**config.mk**
```make
export PLATFORM = sky130hd
export DESIGN_NAME = ps2_key_receiver_flat
export DESIGN_NICKNAME = d
export VERILOG_FILES = /design/src/rtl/ps2_key_receiver_if.sv /design/src/rtl/ps2_key_receiver.sv /design/src/flat_wrapper.sv
export SDC_FILE = /design/constraint.sdc
export NUM_CORES = 1
export LEC_CHECK = 0
export CAP_MARGIN = 10
export CORE_UTILIZATION = 45
export DETAILED_ROUTE_END_ITERATION = 8
export HOLD_SLACK_MARGIN = 0.15
export MAX_ROUTING_LAYER = met4
export PLACE_DENSITY_LB_ADDON = 0.05
export SKIP_LAST_GASP = 1
export SYNTH_ARGS = -nofsm -noshare
export SYNTH_HDL_FRONTEND = slang
export SYNTH_SLANG_ARGS = --single-unit
```
**constraint.sdc**
```tcl
create_clock -name iCLK -period 4.85 [get_ports iCLK]
set_clock_uncertainty 0.1 [all_clocks]
set_input_delay 1.2125 -clock iCLK [delete_from_list [all_inputs] [get_ports iCLK]]
set_output_delay 1.2125 -clock iCLK [all_outputs]
set_load 0.01 [all_outputs]
```
**src/rtl/ps2_key_receiver_if.sv**
```systemverilog
// PS/2 pin pair plus the decoded key-event outputs of the receiver.
interface ps2_key_receiver_if;
  logic       ps2_clock;
  logic       ps2_data;
  logic       ps2_key_pressed;
  logic       key_released;
  logic [7:0] ps2_out;
  logic       key_extended;
  logic       frame_error;

  modport master (
    output ps2_clock, ps2_data,
    input  ps2_key_pressed, key_released, ps2_out, key_extended, frame_error
  );
  modport slave (
    input  ps2_clock, ps2_data,
    output ps2_key_pressed, key_released, ps2_out, key_extended, frame_error
  );
endinterface

```
**src/rtl/ps2_key_receiver.sv**
```systemverilog
// PS/2 keyboard frame receiver: synchronises the raw lines, deframes 11-bit
// frames, folds E0/F0 prefixes into make/break events and flags bad frames.
module ps2_key_receiver #(
  parameter int TIMEOUT_CYCLES = 50000,
  parameter int CNT_W          = 16
) (
  input logic              iCLK,
  input logic              iRST,
  ps2_key_receiver_if.slave bus
);
  typedef enum logic [2:0] {S_WAIT_IDLE, S_IDLE, S_DATA, S_PARITY, S_STOP} state_t;

  localparam logic [CNT_W-1:0] LP_TO = CNT_W'(TIMEOUT_CYCLES);

  state_t           r_state, w_state_nx;
  logic             r_clk_m, r_clk_s, r_clk_d, r_dat_m, r_dat_s;
  logic [CNT_W-1:0] r_cnt, w_cnt_nx, w_cnt_inc;
  logic [2:0]       r_bit, w_bit_nx;
  logic [7:0]       r_sh, w_sh_nx;
  logic             r_par, w_par_nx;
  logic             r_ext, w_ext_nx, r_brk, w_brk_nx;
  logic [7:0]       r_out, w_out_nx;
  logic             r_kext, w_kext_nx;
  logic             r_press, w_press_nx, r_rel, w_rel_nx, r_err, w_err_nx;
  logic             w_fall, w_to;

  assign w_fall    = r_clk_d & ~r_clk_s;
  assign w_to      = (r_cnt >= LP_TO);
  assign w_cnt_inc = (r_cnt == '1) ? r_cnt : r_cnt + 1'b1;

  always_ff @(posedge iCLK) begin
    if (iRST) begin
      r_clk_m <= 1'b1; r_clk_s <= 1'b1; r_clk_d <= 1'b1;
      r_dat_m <= 1'b1; r_dat_s <= 1'b1;
      r_state <= S_WAIT_IDLE;
      r_cnt   <= '0;
      r_bit   <= '0;
      r_sh    <= '0;
      r_par   <= 1'b0;
      r_ext   <= 1'b0;
      r_brk   <= 1'b0;
      r_out   <= 8'h00;
      r_kext  <= 1'b0;
      r_press <= 1'b0;
      r_rel   <= 1'b0;
      r_err   <= 1'b0;
    end else begin
      r_clk_m <= bus.ps2_clock; r_clk_s <= r_clk_m; r_clk_d <= r_clk_s;
      r_dat_m <= bus.ps2_data;  r_dat_s <= r_dat_m;
      r_state <= w_state_nx;
      r_cnt   <= w_cnt_nx;
      r_bit   <= w_bit_nx;
      r_sh    <= w_sh_nx;
      r_par   <= w_par_nx;
      r_ext   <= w_ext_nx;
      r_brk   <= w_brk_nx;
      r_out   <= w_out_nx;
      r_kext  <= w_kext_nx;
      r_press <= w_press_nx;
      r_rel   <= w_rel_nx;
      r_err   <= w_err_nx;
    end
  end

  always_comb begin
    w_state_nx = r_state;
    w_cnt_nx   = r_cnt;
    w_bit_nx   = r_bit;
    w_sh_nx    = r_sh;
    w_par_nx   = r_par;
    w_ext_nx   = r_ext;
    w_brk_nx   = r_brk;
    w_out_nx   = r_out;
    w_kext_nx  = r_kext;
    w_press_nx = 1'b0;
    w_rel_nx   = 1'b0;
    w_err_nx   = 1'b0;
    case (r_state)
      S_WAIT_IDLE: begin
        // Edges are deliberately ignored here so a cut frame's tail cannot start one.
        if (w_to) begin
          w_state_nx = S_IDLE;
          w_cnt_nx   = '0;
        end else if (r_clk_s) w_cnt_nx = w_cnt_inc;
        else                  w_cnt_nx = '0;
      end
      S_IDLE: begin
        w_cnt_nx = '0;
        if (w_fall) begin
          if (!r_dat_s) begin
            w_state_nx = S_DATA;
            w_bit_nx   = '0;
          end else begin
            w_err_nx   = 1'b1;
            w_state_nx = S_WAIT_IDLE;
          end
        end
      end
      default: begin
        // Timeout takes priority over an edge landing in the same cycle.
        if (w_to) begin
          w_err_nx   = 1'b1;
          w_state_nx = S_WAIT_IDLE;
          w_cnt_nx   = '0;
        end else if (w_fall) begin
          w_cnt_nx = '0;
          if (r_state == S_DATA) begin
            w_sh_nx[r_bit] = r_dat_s;
            if (r_bit == 3'd7) w_state_nx = S_PARITY;
            else               w_bit_nx   = r_bit + 3'd1;
          end else if (r_state == S_PARITY) begin
            w_par_nx   = r_dat_s;
            w_state_nx = S_STOP;
          end else begin
            w_state_nx = S_IDLE;
            if (r_dat_s && (^{r_sh, r_par})) begin
              if (r_sh == 8'hE0)      w_ext_nx = 1'b1;
              else if (r_sh == 8'hF0) w_brk_nx = 1'b1;
              else begin
                w_out_nx   = r_sh;
                w_kext_nx  = r_ext;
                w_rel_nx   = r_brk;
                w_press_nx = ~r_brk;
                w_ext_nx   = 1'b0;
                w_brk_nx   = 1'b0;
              end
            end else w_err_nx = 1'b1;
          end
        end else w_cnt_nx = w_cnt_inc;
      end
    endcase
    if (w_err_nx) begin
      w_ext_nx = 1'b0;
      w_brk_nx = 1'b0;
    end
  end

  assign bus.ps2_key_pressed = r_press;
  assign bus.key_released    = r_rel;
  assign bus.ps2_out         = r_out;
  assign bus.key_extended    = r_kext;
  assign bus.frame_error     = r_err;
endmodule

```
**src/flat_wrapper.sv**
```systemverilog
// flat-port wrapper written by rule: the top's interface ports become plain ports
module ps2_key_receiver_flat 
#(
  parameter int TIMEOUT_CYCLES = 50000,
  parameter int CNT_W          = 16
)
  (iCLK, iRST, bus_ps2_clock, bus_ps2_data, bus_ps2_key_pressed, bus_key_released, bus_ps2_out, bus_key_extended, bus_frame_error);
  ps2_key_receiver_if bus_i ();
  input logic iCLK;
  input logic iRST;
  input wire logic [$bits(bus_i.ps2_clock)-1:0] bus_ps2_clock;
  input wire logic [$bits(bus_i.ps2_data)-1:0] bus_ps2_data;
  output wire logic [$bits(bus_i.ps2_key_pressed)-1:0] bus_ps2_key_pressed;
  output wire logic [$bits(bus_i.key_released)-1:0] bus_key_released;
  output wire logic [$bits(bus_i.ps2_out)-1:0] bus_ps2_out;
  output wire logic [$bits(bus_i.key_extended)-1:0] bus_key_extended;
  output wire logic [$bits(bus_i.frame_error)-1:0] bus_frame_error;
  assign bus_i.ps2_clock = bus_ps2_clock;
  assign bus_i.ps2_data = bus_ps2_data;
  assign bus_ps2_key_pressed = bus_i.ps2_key_pressed;
  assign bus_key_released = bus_i.key_released;
  assign bus_ps2_out = bus_i.ps2_out;
  assign bus_key_extended = bus_i.key_extended;
  assign bus_frame_error = bus_i.frame_error;
  ps2_key_receiver #(.TIMEOUT_CYCLES(TIMEOUT_CYCLES), .CNT_W(CNT_W)) u_core (.iCLK(iCLK), .iRST(iRST), .bus(bus_i));
endmodule
```
Yosys cells after proc, flatten, opt, wreduce, memory -nomap -nowiden --
Index checks and enable logic that the tools add are counted.
Storage, ports and cells: word-level logic and storage cells 100, bits of input ports 4, memory bits (read-only) 0, register bits 50, output and inout port bits 12, memories kept 0, latch bits 0, bits in writable memories 0
Operators by class: add/subtract/negate cells 2, equal/unequal tests 14, order comparisons 3, muxes and demuxes 36, reduce and logical (&&, ||, !) cells 16, shift operators 0, div/mod/pow operators 0, $mul 0, bitwise gates (word level) 12
Operators by type and width (count):
- 16-bit two-way mux | 5
- 3-bit two-way mux | 13
- 16-bit one-hot mux with 2 select lines | 1
- 16-bit by 1-bit adder with 16-bit output, second input constant | 1
- 16-bit equality test, second input constant | 1
- 8-bit equality test, second input constant | 2
- 16-bit greater-or-equal comparator, second input constant | 1
- 7-bit AND reduction | 2
- 3-bit one-hot mux with 2 select lines | 2
- 1-bit two-way mux | 11
- 1-bit NOT | 11
- 10-bit OR reduction | 1
- 9-bit XOR reduction | 1
- 8-bit bitwise mux | 1
- 4-bit AND reduction | 2
- 8-bit AND reduction | 1
- 3-bit by 2-bit equality test with 1-bit output, second input constant | 2
- 2-bit by 1-bit inequality test with 1-bit output, second input constant | 3
- 2-bit inequality test, second input constant | 3
- 6-bit AND reduction | 1
- 5-bit AND reduction | 1
- 3-bit by 4-bit less-than comparator with 1-bit output, second input constant | 1
- 4-bit by 3-bit inequality test with 1-bit output, second input constant | 1
- 2-bit nonzero test | 2
- other kinds (11) | 13

Logic depth before layout (Yosys ltp) --
Gate-level depths: netlist of run 1.
depth in word-level cells 9, mapped depth 8, gate-level depth less buffers 7

Worst setup path after synthesis of run 1 --
OpenSTA, ideal clock, no wires.
path type input port to flip-flop, start point in iRST, end point reg u_core.r_cnt[10], required time 4686 ps, setup slack 2567 ps, setup time 64 ps, cell stages on the path 5, buffers on the path 3, data arrival time 2119 ps, cell sequence buf_4 or3_1 clkbuf_1 buf_2 nor2_1
RTL lines:
- start, declared | line flat_wrapper.sv:10 | input logic iRST;
- end signal, assigned | line ps2_key_receiver.sv:51 | r_cnt <= w_cnt_nx;
- end, declared | line ps2_key_receiver.sv:17 | logic [CNT_W-1:0] r_cnt, w_cnt_nx, w_cnt_inc;

==> flow_metrics.tcl, run 1 <==
set metrics [dict create \
    ios 16 \
    switching_share_pct 21.5 \
    setup_ws_ns 2.16 \
    fillers 489 \
    wirelength_um 4300 \
    slew_headroom_pct 42.4 \
    h-tree-depth 2 \
    syn_area_per_cell_um2 9.03 \
    row_count 25 \
    cts_setup_buffers 0 \
    synth-simple-area-share_pct 27.9 \
    dr.first_iter.drc_count 86 \
    cts_tree "built" \
    status "completed" \
    worst_r2r_path_depth 6 \
    slowest_stage "or3_1" \
    critPathMaxFanout 35 \
    syn_area_um2 2340 \
    drive_gt1_share_pct 6.99 \
    grt_pass1_vias 1701 \
    yosys_warnings 0 \
    synth_compound_area_share_pct 9.41 \
    post-synth-top-count-cell "dfxtp_1" \
    core-area_um2 4850 \
    period_share_pct 55.4 \
    netlist.area_leader.share_pct 42.8 \
    synthMuxAreaShare_pct 6.42 \
    ys.flop_type "dfxtp_1" \
    syn_to_final_growth_pct 11.1 \
    drt_first_pass_iters 4 \
    synth_top_family_by_area "simple AND/OR/NAND/NOR gates" \
    synthDistinctLibCells 46 \
    die-height_um 74.1 \
    wire_per_inst_um 12.7 \
    hp-class "register to register" \
    antenna_found_initial 0 \
    ff_latch_area_um2 1000 \
    cts_resized 0 \
    dp_worst_setup_slack_ns 1.82 \
    multi_input_area_um2 1260 \
    die_area_um2 5490 \
    worst_slew_pin_slew_ns 0.857 \
    fmax_ghz 0.372 \
    pwr-share-clk_pct 34.2 \
    antenna_left 0 \
    overflow 0 \
    power.density_nw_per_um2 255 \
    min_path_cells 1 \
    synth.yosys.seq_area_share_pct 42.8 \
    cts_sinks 50 \
    nets 280 \
    reg2reg_to "u_core.bus.ps2_out[2]" \
    p_seq_share_pct 63.0 \
    hold_violations 0 \
    start_util_pct 48.3 \
    grt_first_pass_wirelength_um 7510 \
    peakVddDrop_uv 194 \
    startpoint "iRST" \
    dieWidth_um 74.1 \
    internal-power_mw 0.520 \
    cp_cell_sequence "clkdlybuf4s50_1 -> buf_4 -> or3_1 -> a311oi_1" \
    cts_buffers 5 \
    synth_seq_cells 50 \
    cpPeakStageDelay_ns 0.65 \
    synth_cells 259 \
    clock_latency_ns 0.30 \
    drc 0 \
    place_congestion 0.778 \
    synth_xor_area_share_pct 8.13 \
    vias 1786 \
    hold_buffers 0 \
    min_period_ns 2.69 \
    antennaDiodeCount 0 \
    setup.worst_path.end "u_core.r_cnt[14]" \
    path_clk_slew_ns 0.08 \
    clk_path_buf_depth 2 \
    cp-start-kind "primary input" \
    async_flop_share_pct 0 \
    synth_fa_ha_area_share_pct 2.14 \
    grt_use_total_pct 18.3 \
    timing.final.max_slew_violations 0 \
    synth_common_cells "dfxtp_1, nor2_1, mux2i_1" \
    synth_largest_area_cell "dfxtp_1" \
    cts-root-buf "clkbuf_8" \
    grt_max_degree 36 \
    synth_enable_flop_cells 0 \
    netlist_top_cells_area "dfxtp_1, nor2_1, mux2i_1, xnor2_1, nand2_1" \
    power_frac_comb_pct 2.8 \
    crit_required_ns 4.95 \
    cp.arrival_ns 2.79 \
    power_leakage_nw 0.933 \
    synth_fp_nets 267 \
    rr_startpoint "u_core.r_cnt[4]" \
    switching_power_mw 0.142 \
    report.final.setup_viol 0 \
    rsz0062_at_grt "no" \
    path_class "primary input to register" \
    dp_hpwl_um 2950 \
    drv_cap 0 \
    routed_via_density 5.27 \
    regToRegSetupSlack_ns 2.33 \
    cp-end-kind "register" \
    port_buffers 15 \
    fin_tns_setup_ns 0 \
]
==> per-layer routing <==
metal | global-route usage, % | vias to the layer above | routed length [um]
met4 | 6.84 | 0 | 85
met2 | 30.0 | 18 | 2050
li1 | - | 923 | -
met3 | 4.34 | 9 | 111
met1 | 21.9 | 836 | 2060
met5 | - | - | 0
==> metrics by stage <==
stage | hold WS (ns) | utilization, % | power, mW | area, um2 | std cells
after floorplan | 0.289 | - | 0.441 | 2340 | 259
after global placement | 0.292 | 52.1 | 0.446 | 2520 | 332
after detailed placement | 0.298 | 52.1 | 0.446 | 2520 | 332
after CTS | 0.320 | 53.6 | 0.671 | 2600 | 339
after global routing | 0.331 | 53.6 | 0.691 | 2600 | 339
final | 0.317 | 53.6 | 0.663 | 2600 | 339
==> kinds of logic (layout without fill, tap and decap cells) <==
kind of cell    count (synthesis)  count (layout)
compound gates                 32              32
xor+xnor                       17              17
fa+ha+maj                       4               4
buf+inv                        15              28
flops                          50              50
mux                            15              15
simple gates                  126             126
==> area by class of cell <==
class,instances,area share (%)
inverter,5,0.722
clock buffer,7,2.94
tap,67,3.22
multi-input combinational,194,48.6
timing repair buffer,16,6.06
sequential,50,38.5
==> state kept, by name (all words and copies together) (netlist names), 3 cells and up <==
register            cells
u_core.r_sh             8
u_core.r_state          3
u_core.bus.ps2_out      8
u_core.r_bit            3
u_core.r_cnt           16
==> power by group through the flow <==
stage / Clock [mW] / Combinational [mW] / Sequential (mW)
after floorplan: 0 / 0.0148 / 0.426
after global placement: 0 / 0.0185 / 0.427
after detailed placement: 0 / 0.0188 / 0.427
after CTS: 0.235 / 0.0188 / 0.418
after global routing: 0.251 / 0.0217 / 0.418
final: 0.227 / 0.0186 / 0.418
==> worst min path at each step <==
| stage | to | slack (ns) | start |
|---|---|---|---|
| detailed placement | u_core.r_clk_s | 0.30 | u_core.r_clk_m |
| CTS | u_core.r_clk_s | 0.32 | u_core.r_clk_m |
| global route | u_core.r_dat_s | 0.33 | u_core.r_dat_m |
| finish | u_core.r_clk_s | 0.32 | u_core.r_clk_m |
| global placement | u_core.r_clk_s | 0.29 | u_core.r_clk_m |
| floorplan | u_core.r_clk_s | 0.29 | u_core.r_clk_m |
==> worst max-delay path, delay by kind of cell <==
| family | cells | cell delay, ns |
|---|---|---|
| buffers and inverters | 2 | 0.63 |
| AO/OA/AOI/OAI | 1 | 0.27 |
| AND/OR/NAND/NOR | 1 | 0.65 |
==> layout by cell type (no fill, tap or decap), types with 6 or more instances in the layout <==
cell type	Yosys	final
nand4_1	6	6
xnor2_1	10	10
o21ai_0	9	9
clkdlybuf4s50_1	0	15
nand2_1	14	14
a21oi_1	8	8
nor2_1	49	49
or2_2	7	7
nor3_1	6	6
dfxtp_1	50	50
nand3_1	10	10
mux2i_1	15	15
(Power assumes the default switching activity.)
==> run 2: changes to the inputs <==
clock period = 2.7 ns   (was 4.85 ns; I/O delays follow)
==> run 2 against run 1 <==
  * Final area increased by 3.4%
  * Via count decreased by 1.2%
  * Global-route usage increased by 0.25 points
  * Sequential power increased by 80%
  * Setup slack got worse by 1.7 ns
  * Largest power group unchanged
  * Highest routed layer unchanged
  * Sequential share of layout area decreased by 1.3 points
  * First-iteration DRC count decreased by 23%
==> flow_metrics.tcl, run 2 (synthesized netlist as in run 1, its figures left out) <==
set metrics [dict create \
    status "completed" \
    path_class "register to register" \
    path_clk_slew_ns 0.09 \
    die_area_um2 5490 \
    largest_reg_flops 16 \
    antennaDiodeCount 0 \
    fin_tns_setup_ns 0 \
    power_leakage_nw 0.981 \
    power.density_nw_per_um2 531 \
    min_period_ns 2.29 \
    dieWidth_um 74.1 \
    critPathMaxFanout 5 \
    wirelength_um 4480 \
    slowest_stage "a2111o_1" \
    cts_resized 0 \
    ios 16 \
    cp_cell_sequence "xor2_1 -> xnor3_2 -> xnor2_2 -> a2111o_1 -> a2111oi_4" \
    cts_buffers 5 \
    core-area_um2 4850 \
    grt_use_total_pct 18.6 \
    power_mw 1.43 \
    antenna_found_initial 0 \
    setup_ws_ns 0.415 \
    drt_first_pass_iters 4 \
    slew_headroom_pct 49.0 \
    dp_hpwl_um 3160 \
    overflow 0 \
    cts_tree "built" \
    rsz0062_at_grt "no" \
    start_util_pct 48.3 \
    clock_latency_ns 0.30 \
    cp.arrival_ns 2.40 \
    period_share_pct 84.6 \
    clk_path_buf_depth 2 \
    grt_pass1_vias 1600 \
    row_count 25 \
    dr.first_iter.drc_count 66 \
    port_buffers 15 \
    die-height_um 74.1 \
    cts_sinks 50 \
    timing.final.max_slew_violations 0 \
    layout_common_cells "dfxtp_1, nor2_1, mux2i_1, clkdlybuf4s50_1, nand2_1" \
    drv_cap 0 \
    cts-root-buf "clkbuf_8" \
    place_congestion 0.818 \
    cp-start-kind "register" \
    peakVddDrop_uv 267 \
    drive_gt1_share_pct 9.06 \
    wire_per_inst_um 13.1 \
    drc 0 \
    utilization_pct 55.5 \
    grt_first_pass_wirelength_um 7450 \
    final_common_cell "dfxtp_1" \
    routed_via_density 5.14 \
    hp-class "register to register" \
    cts_setup_buffers 0 \
    dp_worst_setup_slack_ns 0.434 \
    cp-end-kind "register" \
    hold_buffers 0 \
    vias 1764 \
    antenna_left 0 \
    fmax_ghz 0.438 \
    syn_to_final_growth_pct 14.9 \
    cpPeakStageDelay_ns 0.49 \
    hold_violations 0 \
    grt_max_degree 35 \
    h-tree-depth 2 \
    worst_slew_pin_slew_ns 0.764 \
    top_register "u_core.r_cnt" \
    holdWs_ns 0.314 \
    nets 283 \
    crit_required_ns 2.82 \
    report.final.setup_viol 0 \
]
[run 2: cell count changes in the layout (fill, tap and decap cells not counted)]
cell	before	now
clkbuf_8	5	6
buf_4	1	4
bufinv_16	0	2
clkbuf_1	2	0
[run 2: per-stage QoR]
stage          cells  cell area, um2
3_3_place_gp     335            2550
6_report         343            2690
3_5_place_dp     335            2550
4_1_cts          343            2690
5_1_grt          343            2690
2_1_floorplan    259            2340
[run 2: worst max-delay path, delay by kind of cell (launching register included)]
family	cells	cell delay, ns
xor gates and xnor gates	3	0.82
DFF	1	0.41
AOI/OAI and AO/OA	2	0.86
[run 2: cell type report]
class,instances,area [um2]
clock inverter,2,60.1
clock buffer,6,82.6
fill,454,2160
inverter,5,18.8
timing repair buffer,19,180
sequential,50,1000
multi-input combinational,194,1260
tap,67,83.8
[run 2: routing by layer]
layer	vias to the layer above	track usage [%]	wire length [um]
met5	-	-	0
met4	0	7.91	64
met3	6	4.61	97
met2	16	28.5	2070
met1	806	23.2	2250
li1	936	-	-
[run 2: worst paths after layout]
check	slack, ns	depth (start not counted)	end	from
hold reg to reg	0.31	1	u_core.r_dat_s	u_core.r_dat_m
setup reg to reg	0.41	5	u_core.r_brk	u_core.r_sh[3]
hold / removal	0.31	1	u_core.r_dat_s	u_core.r_dat_m
setup / recovery	0.41	5	u_core.r_brk	u_core.r_sh[3]
[run 2: report_power, final]
part	internal, mW	total [mW]	switching (mW)
clock	0.395	0.643	0.248
sequential	0.744	0.751	0.00707
combinational	0.0132	0.0343	0.0211
total	1.15	1.43	0.276
